<file path="src/rtl/seq_alu_core_if.sv">
// rtl/seq_alu_core_if.sv - request/response bundle for seq_alu_core
//
// Groups the input handshake (in_valid/in_ready plus ctrl, a, b, shamt) and the
// output handshake (out_valid/out_ready plus result, flags, illegal).
// master: operand-fetch / consumer side. slave: the ALU.
interface seq_alu_core_if #(
    parameter int WIDTH   = 64,
    parameter int SHAMT_W = $clog2(WIDTH)
);
    logic               in_valid;
    logic               in_ready;
    logic [2:0]         ctrl;
    logic [WIDTH-1:0]   a;
    logic [WIDTH-1:0]   b;
    logic [SHAMT_W-1:0] shamt;
    logic               out_valid;
    logic               out_ready;
    logic [WIDTH-1:0]   result;
    logic               flag_n;
    logic               flag_z;
    logic               flag_c;
    logic               flag_v;
    logic               illegal;

    modport master (
        output in_valid, ctrl, a, b, shamt, out_ready,
        input  in_ready, out_valid, result, flag_n, flag_z, flag_c, flag_v, illegal
    );

    modport slave (
        input  in_valid, ctrl, a, b, shamt, out_ready,
        output in_ready, out_valid, result, flag_n, flag_z, flag_c, flag_v, illegal
    );
endinterface

</file>
<file path="src/rtl/seq_alu_core.sv">
// rtl/seq_alu_core.sv - multi-cycle WIDTH-bit ALU (pass/shl/add/sub, optional mul)
//
// Ports:
//   clk    rising-edge clock
//   reset  asynchronous, active-high; aborts any operation in flight
//   bus    seq_alu_core_if.slave: request handshake with ctrl/a/b/shamt,
//          response handshake with result/flag_n/flag_z/flag_c/flag_v/illegal
// ctrl: 000 PASS_B, 001 SHL_A, 010 ADD, 011 SUB, 100 MUL, others illegal.
// Build option: define SEQ_ALU_MUL_EN to add the shift-add multiplier; without
// it ctrl 100 is reported as illegal.
module seq_alu_core #(
    parameter int WIDTH   = 64,
    parameter int SHAMT_W = $clog2(WIDTH)
) (
    input logic           clk,
    input logic           reset,
    seq_alu_core_if.slave bus
);
    localparam logic [1:0] S_IDLE = 2'b00;
    localparam logic [1:0] S_BUSY = 2'b01;
    localparam logic [1:0] S_DONE = 2'b10;

    localparam logic [2:0] OP_PASS = 3'b000;
    localparam logic [2:0] OP_SHL  = 3'b001;
    localparam logic [2:0] OP_ADD  = 3'b010;
    localparam logic [2:0] OP_SUB  = 3'b011;
    localparam logic [2:0] OP_MUL  = 3'b100;

    localparam int MSB = WIDTH - 1;

    logic [1:0]         state;
    logic [2:0]         op_r;
    logic [WIDTH-1:0]   a_r;
    logic [WIDTH-1:0]   b_r;
    logic [SHAMT_W-1:0] cnt;

    logic [WIDTH-1:0]   result_r;
    logic               flag_n_r, flag_z_r, flag_c_r, flag_v_r, illegal_r;

    logic               fin;
    logic [WIDTH-1:0]   fin_res;
    logic               fin_c, fin_v, fin_ill;
    logic [WIDTH-1:0]   nxt_a;
    logic [WIDTH:0]     add_full, sub_full;

`ifdef SEQ_ALU_MUL_EN
    // Product accumulates as {hi_r, b_r}: the multiplier is consumed from b_r's
    // LSB while product bits shift in from the top.
    logic [WIDTH-1:0]   hi_r;
    logic [WIDTH-1:0]   nxt_hi;
    logic [WIDTH-1:0]   nxt_b;
    logic [WIDTH:0]     mul_sum;
`endif

    assign bus.in_ready  = (state == S_IDLE);
    assign bus.out_valid = (state == S_DONE);
    assign bus.result    = result_r;
    assign bus.flag_n    = flag_n_r;
    assign bus.flag_z    = flag_z_r;
    assign bus.flag_c    = flag_c_r;
    assign bus.flag_v    = flag_v_r;
    assign bus.illegal   = illegal_r;

    // One BUSY step: decide whether this edge finishes and what it writes.
    always_comb begin
        fin      = 1'b0;
        fin_res  = '0;
        fin_c    = 1'b0;
        fin_v    = 1'b0;
        fin_ill  = 1'b0;
        nxt_a    = a_r;
        add_full = {1'b0, a_r} + {1'b0, b_r};
        // Subtract as a + ~b + 1 so the carry-out reads as "no borrow".
        sub_full = {1'b0, a_r} + {1'b0, ~b_r} + {{WIDTH{1'b0}}, 1'b1};
`ifdef SEQ_ALU_MUL_EN
        mul_sum  = {1'b0, hi_r} + (b_r[0] ? {1'b0, a_r} : {(WIDTH+1){1'b0}});
        nxt_hi   = mul_sum[WIDTH:1];
        nxt_b    = {mul_sum[0], b_r[WIDTH-1:1]};
`endif
        case (op_r)
            OP_PASS: begin
                fin     = 1'b1;
                fin_res = b_r;
            end
            OP_ADD: begin
                fin     = 1'b1;
                fin_res = add_full[WIDTH-1:0];
                fin_c   = add_full[WIDTH];
                fin_v   = (a_r[MSB] == b_r[MSB]) && (add_full[MSB] != a_r[MSB]);
            end
            OP_SUB: begin
                fin     = 1'b1;
                fin_res = sub_full[WIDTH-1:0];
                fin_c   = sub_full[WIDTH];
                fin_v   = (a_r[MSB] != b_r[MSB]) && (sub_full[MSB] != a_r[MSB]);
            end
            OP_SHL: begin
                // cnt==0 only happens for shamt==0: pass a through in one cycle.
                if (cnt == '0) begin
                    fin     = 1'b1;
                    fin_res = a_r;
                end else begin
                    nxt_a   = {a_r[WIDTH-2:0], 1'b0};
                    fin     = (cnt == SHAMT_W'(1));
                    fin_res = nxt_a;
                    fin_c   = a_r[MSB];
                end
            end
`ifdef SEQ_ALU_MUL_EN
            OP_MUL: begin
                fin     = (cnt == '0);
                fin_res = nxt_b;
                fin_c   = |nxt_hi;
            end
`endif
            default: begin
                fin     = 1'b1;
                fin_ill = 1'b1;
            end
        endcase
    end

    always_ff @(posedge clk or posedge reset) begin
        if (reset) begin
            state     <= S_IDLE;
            op_r      <= '0;
            a_r       <= '0;
            b_r       <= '0;
            cnt       <= '0;
            result_r  <= '0;
            flag_n_r  <= 1'b0;
            flag_z_r  <= 1'b0;
            flag_c_r  <= 1'b0;
            flag_v_r  <= 1'b0;
            illegal_r <= 1'b0;
`ifdef SEQ_ALU_MUL_EN
            hi_r      <= '0;
`endif
        end else begin
            case (state)
                S_IDLE: begin
                    if (bus.in_valid) begin
                        state <= S_BUSY;
                        op_r  <= bus.ctrl;
                        a_r   <= bus.a;
                        b_r   <= bus.b;
`ifdef SEQ_ALU_MUL_EN
                        hi_r  <= '0;
                        cnt   <= (bus.ctrl == OP_MUL) ? SHAMT_W'(WIDTH - 1) : bus.shamt;
`else
                        cnt   <= bus.shamt;
`endif
                    end
                end
                S_BUSY: begin
                    a_r <= nxt_a;
`ifdef SEQ_ALU_MUL_EN
                    b_r  <= nxt_b;
                    hi_r <= nxt_hi;
`endif
                    if (fin) begin
                        state     <= S_DONE;
                        result_r  <= fin_res;
                        flag_n_r  <= fin_res[MSB];
                        flag_z_r  <= (fin_res == '0);
                        flag_c_r  <= fin_c;
                        flag_v_r  <= fin_v;
                        illegal_r <= fin_ill;
                    end else begin
                        cnt <= cnt - SHAMT_W'(1);
                    end
                end
                S_DONE: begin
                    if (bus.out_ready) begin
                        state <= S_IDLE;
                    end
                end
                default: state <= S_IDLE;
            endcase
        end
    end
endmodule
</file>
<file path="src/flat_wrapper.sv">
// flat-port wrapper written by rule: the top's interface ports become plain ports
module seq_alu_core_flat 
#(
    parameter int WIDTH   = 64,
    parameter int SHAMT_W = $clog2(WIDTH)
)
  (clk, reset, bus_in_valid, bus_ctrl, bus_a, bus_b, bus_shamt, bus_out_ready, bus_in_ready, bus_out_valid, bus_result, bus_flag_n, bus_flag_z, bus_flag_c, bus_flag_v, bus_illegal);
  seq_alu_core_if #(.WIDTH(WIDTH), .SHAMT_W(SHAMT_W)) bus_i ();
  input logic clk;
  input logic reset;
  input wire logic [$bits(bus_i.in_valid)-1:0] bus_in_valid;
  input wire logic [$bits(bus_i.ctrl)-1:0] bus_ctrl;
  input wire logic [$bits(bus_i.a)-1:0] bus_a;
  input wire logic [$bits(bus_i.b)-1:0] bus_b;
  input wire logic [$bits(bus_i.shamt)-1:0] bus_shamt;
  input wire logic [$bits(bus_i.out_ready)-1:0] bus_out_ready;
  output wire logic [$bits(bus_i.in_ready)-1:0] bus_in_ready;
  output wire logic [$bits(bus_i.out_valid)-1:0] bus_out_valid;
  output wire logic [$bits(bus_i.result)-1:0] bus_result;
  output wire logic [$bits(bus_i.flag_n)-1:0] bus_flag_n;
  output wire logic [$bits(bus_i.flag_z)-1:0] bus_flag_z;
  output wire logic [$bits(bus_i.flag_c)-1:0] bus_flag_c;
  output wire logic [$bits(bus_i.flag_v)-1:0] bus_flag_v;
  output wire logic [$bits(bus_i.illegal)-1:0] bus_illegal;
  assign bus_i.in_valid = bus_in_valid;
  assign bus_i.ctrl = bus_ctrl;
  assign bus_i.a = bus_a;
  assign bus_i.b = bus_b;
  assign bus_i.shamt = bus_shamt;
  assign bus_i.out_ready = bus_out_ready;
  assign bus_in_ready = bus_i.in_ready;
  assign bus_out_valid = bus_i.out_valid;
  assign bus_result = bus_i.result;
  assign bus_flag_n = bus_i.flag_n;
  assign bus_flag_z = bus_i.flag_z;
  assign bus_flag_c = bus_i.flag_c;
  assign bus_flag_v = bus_i.flag_v;
  assign bus_illegal = bus_i.illegal;
  seq_alu_core #(.WIDTH(WIDTH), .SHAMT_W(SHAMT_W)) u_core (.clk(clk), .reset(reset), .bus(bus_i));
endmodule
</file>
<file path="config.mk">
export PLATFORM = sky130hd
export DESIGN_NAME = seq_alu_core_flat
export DESIGN_NICKNAME = d
export VERILOG_FILES = /design/src/rtl/seq_alu_core_if.sv /design/src/rtl/seq_alu_core.sv /design/src/flat_wrapper.sv
export SDC_FILE = /design/constraint.sdc
export NUM_CORES = 1
export LEC_CHECK = 0
export ABC_AREA = 1
export CELL_PAD_IN_SITES_DETAIL_PLACEMENT = 0
export CELL_PAD_IN_SITES_GLOBAL_PLACEMENT = 1
export CORE_ASPECT_RATIO = 1.1
export CORE_MARGIN = 5
export CORE_UTILIZATION = 40
export DETAILED_ROUTE_END_ITERATION = 7
export PLACE_DENSITY = 0.9
export SLEW_MARGIN = 20
export SYNTH_ARGS = -nofsm -noshare
export SYNTH_HDL_FRONTEND = slang
export SYNTH_SLANG_ARGS = --single-unit
export TNS_END_PERCENT = 100
</file>
<file path="constraint.sdc">
create_clock -name clk -period 25.4 [get_ports clk]
set_clock_uncertainty 0.15 [all_clocks]
set_input_delay 7.62 -clock clk [delete_from_list [all_inputs] [get_ports clk]]
set_output_delay 7.62 -clock clk [all_outputs]
set_load 0.02 [all_outputs]
</file>
==> load_flow_metrics.sql <==
INSERT INTO impl_metrics (metric_group, metric, value, unit) VALUES
('worst_setup_path', 'cp.required', '25.73', 'ns'),
('worst_setup_path', 'worst_setup_path_start_kind', 'input pin', ''),
('grt', 'number_of_global_route_vias_before_repair', '23300', ''),
('cells_and_area', 'nets', '4503', ''),
('route', 'routed_via_density', '5.23', ''),
('worst_setup_path', 'worst_path_dominant_cell_family', 'buffers and inverters', ''),
('clock_tree', 'cts_repair_resize_count', '0', ''),
('route', 'antenna_left', '0', ''),
('floorplan', 'die-area', '62400', 'um^2'),
('worst_setup_path', 'critical_path.slowest_cell', 'sky130_fd_sc_hd__buf_4', ''),
('clock_tree', 'cts.reportedPaths.clkPinSlew', '0.06', 'ns'),
('yosys', 'synth_seq_area_share', '0.225', ''),
('clock_tree', 'numClockSinks', '207', ''),
('clock_tree', 'root_buffer', 'sky130_fd_sc_hd__clkbuf_16', ''),
('yosys', 'yosysUniqueCellTypes', '45', ''),
('yosys', 'syn-num-nets', '4397', ''),
('yosys', 'synth_area_per_cell', '5.58', 'um^2'),
('worst_setup_path', 'critPathArrivalTime', '10.12', 'ns'),
('worst_setup_path', 'timing.critical_path.cells', 'clkdlybuf4s50_1 > nand2_4 > o21ai_4 > buf_4 > o21ai_0 > o22ai_1', ''),
('clock_tree', 'worst_skew_late_latency', '0.57', 'ns'),
('worst_setup_path', 'slowest_cell_delay_on_critical_path', '0.70', 'ns'),
('worst_setup_path', 'setup.worst_path.end_class', 'flop', ''),
('worst_hold_path', 'worstHoldPathType', 'flop to flop', ''),
('timing', 'post-route-worst-setup-slack', '15.61', 'ns'),
('yosys', 'synth-adder-area-share', '0.0730', ''),
('worst_setup_path', 'criticalPathCategory', 'input pin to flop', ''),
('timing', 'timing.final.hold_violations', '0', ''),
('timing', 'fin_setup_tns', '0', 'ns'),
('cells_and_area', 'area_delta_synth_final', '14.0', '%'),
('cells_and_area', 'multi_input_comb_area', '14200', 'um^2'),
('yosys', 'synthesis.instances', '4123', ''),
('route', 'dr_total_vias', '26100', ''),
('clock_tree', 'clock_tree.htree_level_count', '1', ''),
('route', 'drt_iter0_markers', '2905', ''),
('clock_tree', 'cts_tree', 'built', ''),
('route', 'drc', '0', ''),
('outcome', 'status', 'finished, final reports clean', ''),
('route', 'routedWlPerCell', '19.5', 'um'),
('yosys', 'post_synth_xor_area_fraction', '0.00114', ''),
('timing', 'max-slew-margin-rel', '0.288', ''),
('timing', 'rsz0062_at_grt', 'false', ''),
('cells_and_area', 'layout.area.seq', '5180', 'um^2'),
('timing', 'setup_viol', '0', ''),
('yosys', 'yosys-mux-area-fraction', '0.000979', ''),
('timing', 'layout_worst_path_cycle_share', '0.385', ''),
('yosys', 'yosys_register_bits', '207', ''),
('cells_and_area', 'antenna-diode-count', '0', ''),
('grt', 'globalRoute.totalOverflow', '0', ''),
('cells_and_area', 'layout-drive-gt1-share', '0.0316', ''),
('placement', 'place.port_buffers', '211', ''),
('cells_and_area', 'fillerInstances', '6393', ''),
('yosys', 'synthesis.yosys.warnings', '0', ''),
('floorplan', 'initial_core_util', '0.403', ''),
('grt', 'grt_start_max_net_pins', '113', ''),
('grt', 'grt_first_pass_wirelength', '142000', 'um'),
('clock_tree', 'cts.path.max_buffers', '3', ''),
('placement', 'dp_hpwl', '80900', 'um'),
('route', 'routed_wl', '97400', 'um'),
('placement', 'final_weighted_congestion_in_routability_driven_placement', '1.04', ''),
('cells_and_area', 'stdcell_count', '4997', ''),
('timing', 'holdWs', '0.322', 'ns'),
('floorplan', 'floorplan.core_area', '57100', 'um^2'),
('yosys', 'area_share_of_and_or_nand_nor_cells_after_synthesis', '0.411', ''),
('grt', 'antenna_found_initial', '3', ''),
('floorplan', 'die-height', '262', 'um'),
('floorplan', 'i_o_pin_count', '212', ''),
('clock_tree', 'cts.hold.buffers_added', '0', ''),
('yosys', 'synth_compound_area_frac', '0.129', ''),
('floorplan', 'dieWidth', '239', 'um'),
('yosys', 'synthesis.area', '23000', 'um^2'),
('clock_tree', 'cts-buffers-inserted', '24', '');
## flip-flops by register name, indices dropped and copies added, names as in the netlist
signal / flops
u_core.cnt: 6
u_core.bus.flag_v: 1
u_core.bus.flag_z: 1
u_core.a_r: 64
u_core.bus.flag_c: 1
u_core.bus.illegal: 1
u_core.bus.flag_n: 1
u_core.op_r: 3
u_core.state: 2
u_core.b_r: 64
u_core.bus.result: 63
## per-layer routing
| metal | wire [um] | part of all wire | GRT usage |
|---|---|---|---|
| met5 | 8 | 0.000082 | 0 |
| met4 | 2860 | 0.029 | 0.0754 |
| met3 | 10900 | 0.11 | 0.0664 |
| met2 | 38500 | 0.40 | 0.419 |
| met1 | 45200 | 0.46 | 0.456 |
## path summary, 6_finish.rpt
kind | from | to | slack (ns) | cells after the start
worst max-delay path | bus_in_valid | u_core.a_r[51] | 15.61 | 6
worst min-delay path | u_core.bus.result[18] | u_core.bus.result[18] | 0.32 | 1
worst max register to register | u_core.a_r[47] | u_core.bus.flag_c | 21.38 | 12
worst min register to register | u_core.bus.result[18] | u_core.bus.result[18] | 0.32 | 1
max in group asynchronous | reset | u_core.bus.result[62] | 16.40 | 3
min in group asynchronous | reset | u_core.a_r[18] | 7.41 | 2
## placed cells by master (no fill, tap or decap), types with 66 or more instances in the layout
cell | synthesis | final
sky130_fd_sc_hd__nand2_1 | 1416 | 1414
sky130_fd_sc_hd__nor2_1 | 457 | 456
sky130_fd_sc_hd__a21oi_1 | 197 | 197
sky130_fd_sc_hd__ha_1 | 131 | 131
sky130_fd_sc_hd__inv_1 | 761 | 759
sky130_fd_sc_hd__dfrtp_1 | 207 | 207
sky130_fd_sc_hd__clkdlybuf4s50_1 | 0 | 211
sky130_fd_sc_hd__nand3_1 | 280 | 280
sky130_fd_sc_hd__o21ai_0 | 245 | 244
sky130_fd_sc_hd__o22ai_1 | 66 | 66
## metrics by stage
step,area [um^2],utilization
floorplan,23000,-
global placement,25500,0.446
detailed placement,25500,0.446
CTS,26200,0.459
global route,26200,0.459
finish,26200,0.459
## synthesized netlist by cell type, drive strengths merged
master	number	area [um^2]
a21o	1	7.51
a21oi	199	1000
a22o	1	8.76
a22oi	1	7.51
a31oi	2	12.5
a32oi	1	8.76
and2	4	25.0
and3	2	12.5
buf	78	517
clkbuf	69	262
clkinv	2	7.51
dfrtp	207	5180
fa	2	40.0
ha	131	1640
inv	769	2890
mux2	2	22.5
nand2	1428	5390
nand3	287	1470
nand3b	13	97.6
nand4	37	231
nor2	496	1980
nor3	30	185
nor4	7	58.8
o2111ai	1	8.76
o211ai	5	37.5
o21a	1	7.51
o21ai	255	1280
o21bai	20	150
o22ai	66	413
o311ai	1	8.76
o31ai	2	15.0
xor2	3	26.3
## cell type report
cell class / instances / area share
sequential: 207 / 0.197
tap: 752 / 0.0359
inverter: 771 / 0.111
clock buffer: 34 / 0.0255
multi-input combinational: 2998 / 0.541
timing repair buffer: 227 / 0.0851
clock inverter: 8 / 0.00415
## worst reg2reg max path: stages (launching register included)
cell and delay [ns]:
sky130_fd_sc_hd__dfrtp_1 0.43, sky130_fd_sc_hd__ha_1 0.54, sky130_fd_sc_hd__nor2_1 0.36, sky130_fd_sc_hd__nand2_1 0.19, sky130_fd_sc_hd__nor2_4 0.18, sky130_fd_sc_hd__nand2_1 0.14, sky130_fd_sc_hd__nor3_1 0.18, sky130_fd_sc_hd__nand2_1 0.20
sky130_fd_sc_hd__a21oi_1 0.47, sky130_fd_sc_hd__nor3_1 0.09, sky130_fd_sc_hd__o21ai_0 0.84, sky130_fd_sc_hd__nand2_1 0.10, sky130_fd_sc_hd__nand2_1 0.09
## cell families (layout without fill, tap and decap cells)
family,count (synthesis),count (layout)
adders and majority gates,133,133
and+or+nand+nor,2304,2304
DFF,207,207
AOI/OAI and AO/OA,556,556
xor gates and xnor gates,3,3
buffers and inverters,918,1040
muxes,2,2
Power is left out: the tool's default activity adds up to more than one toggle a clock period on the data nets, which glitch-free logic cannot reach.
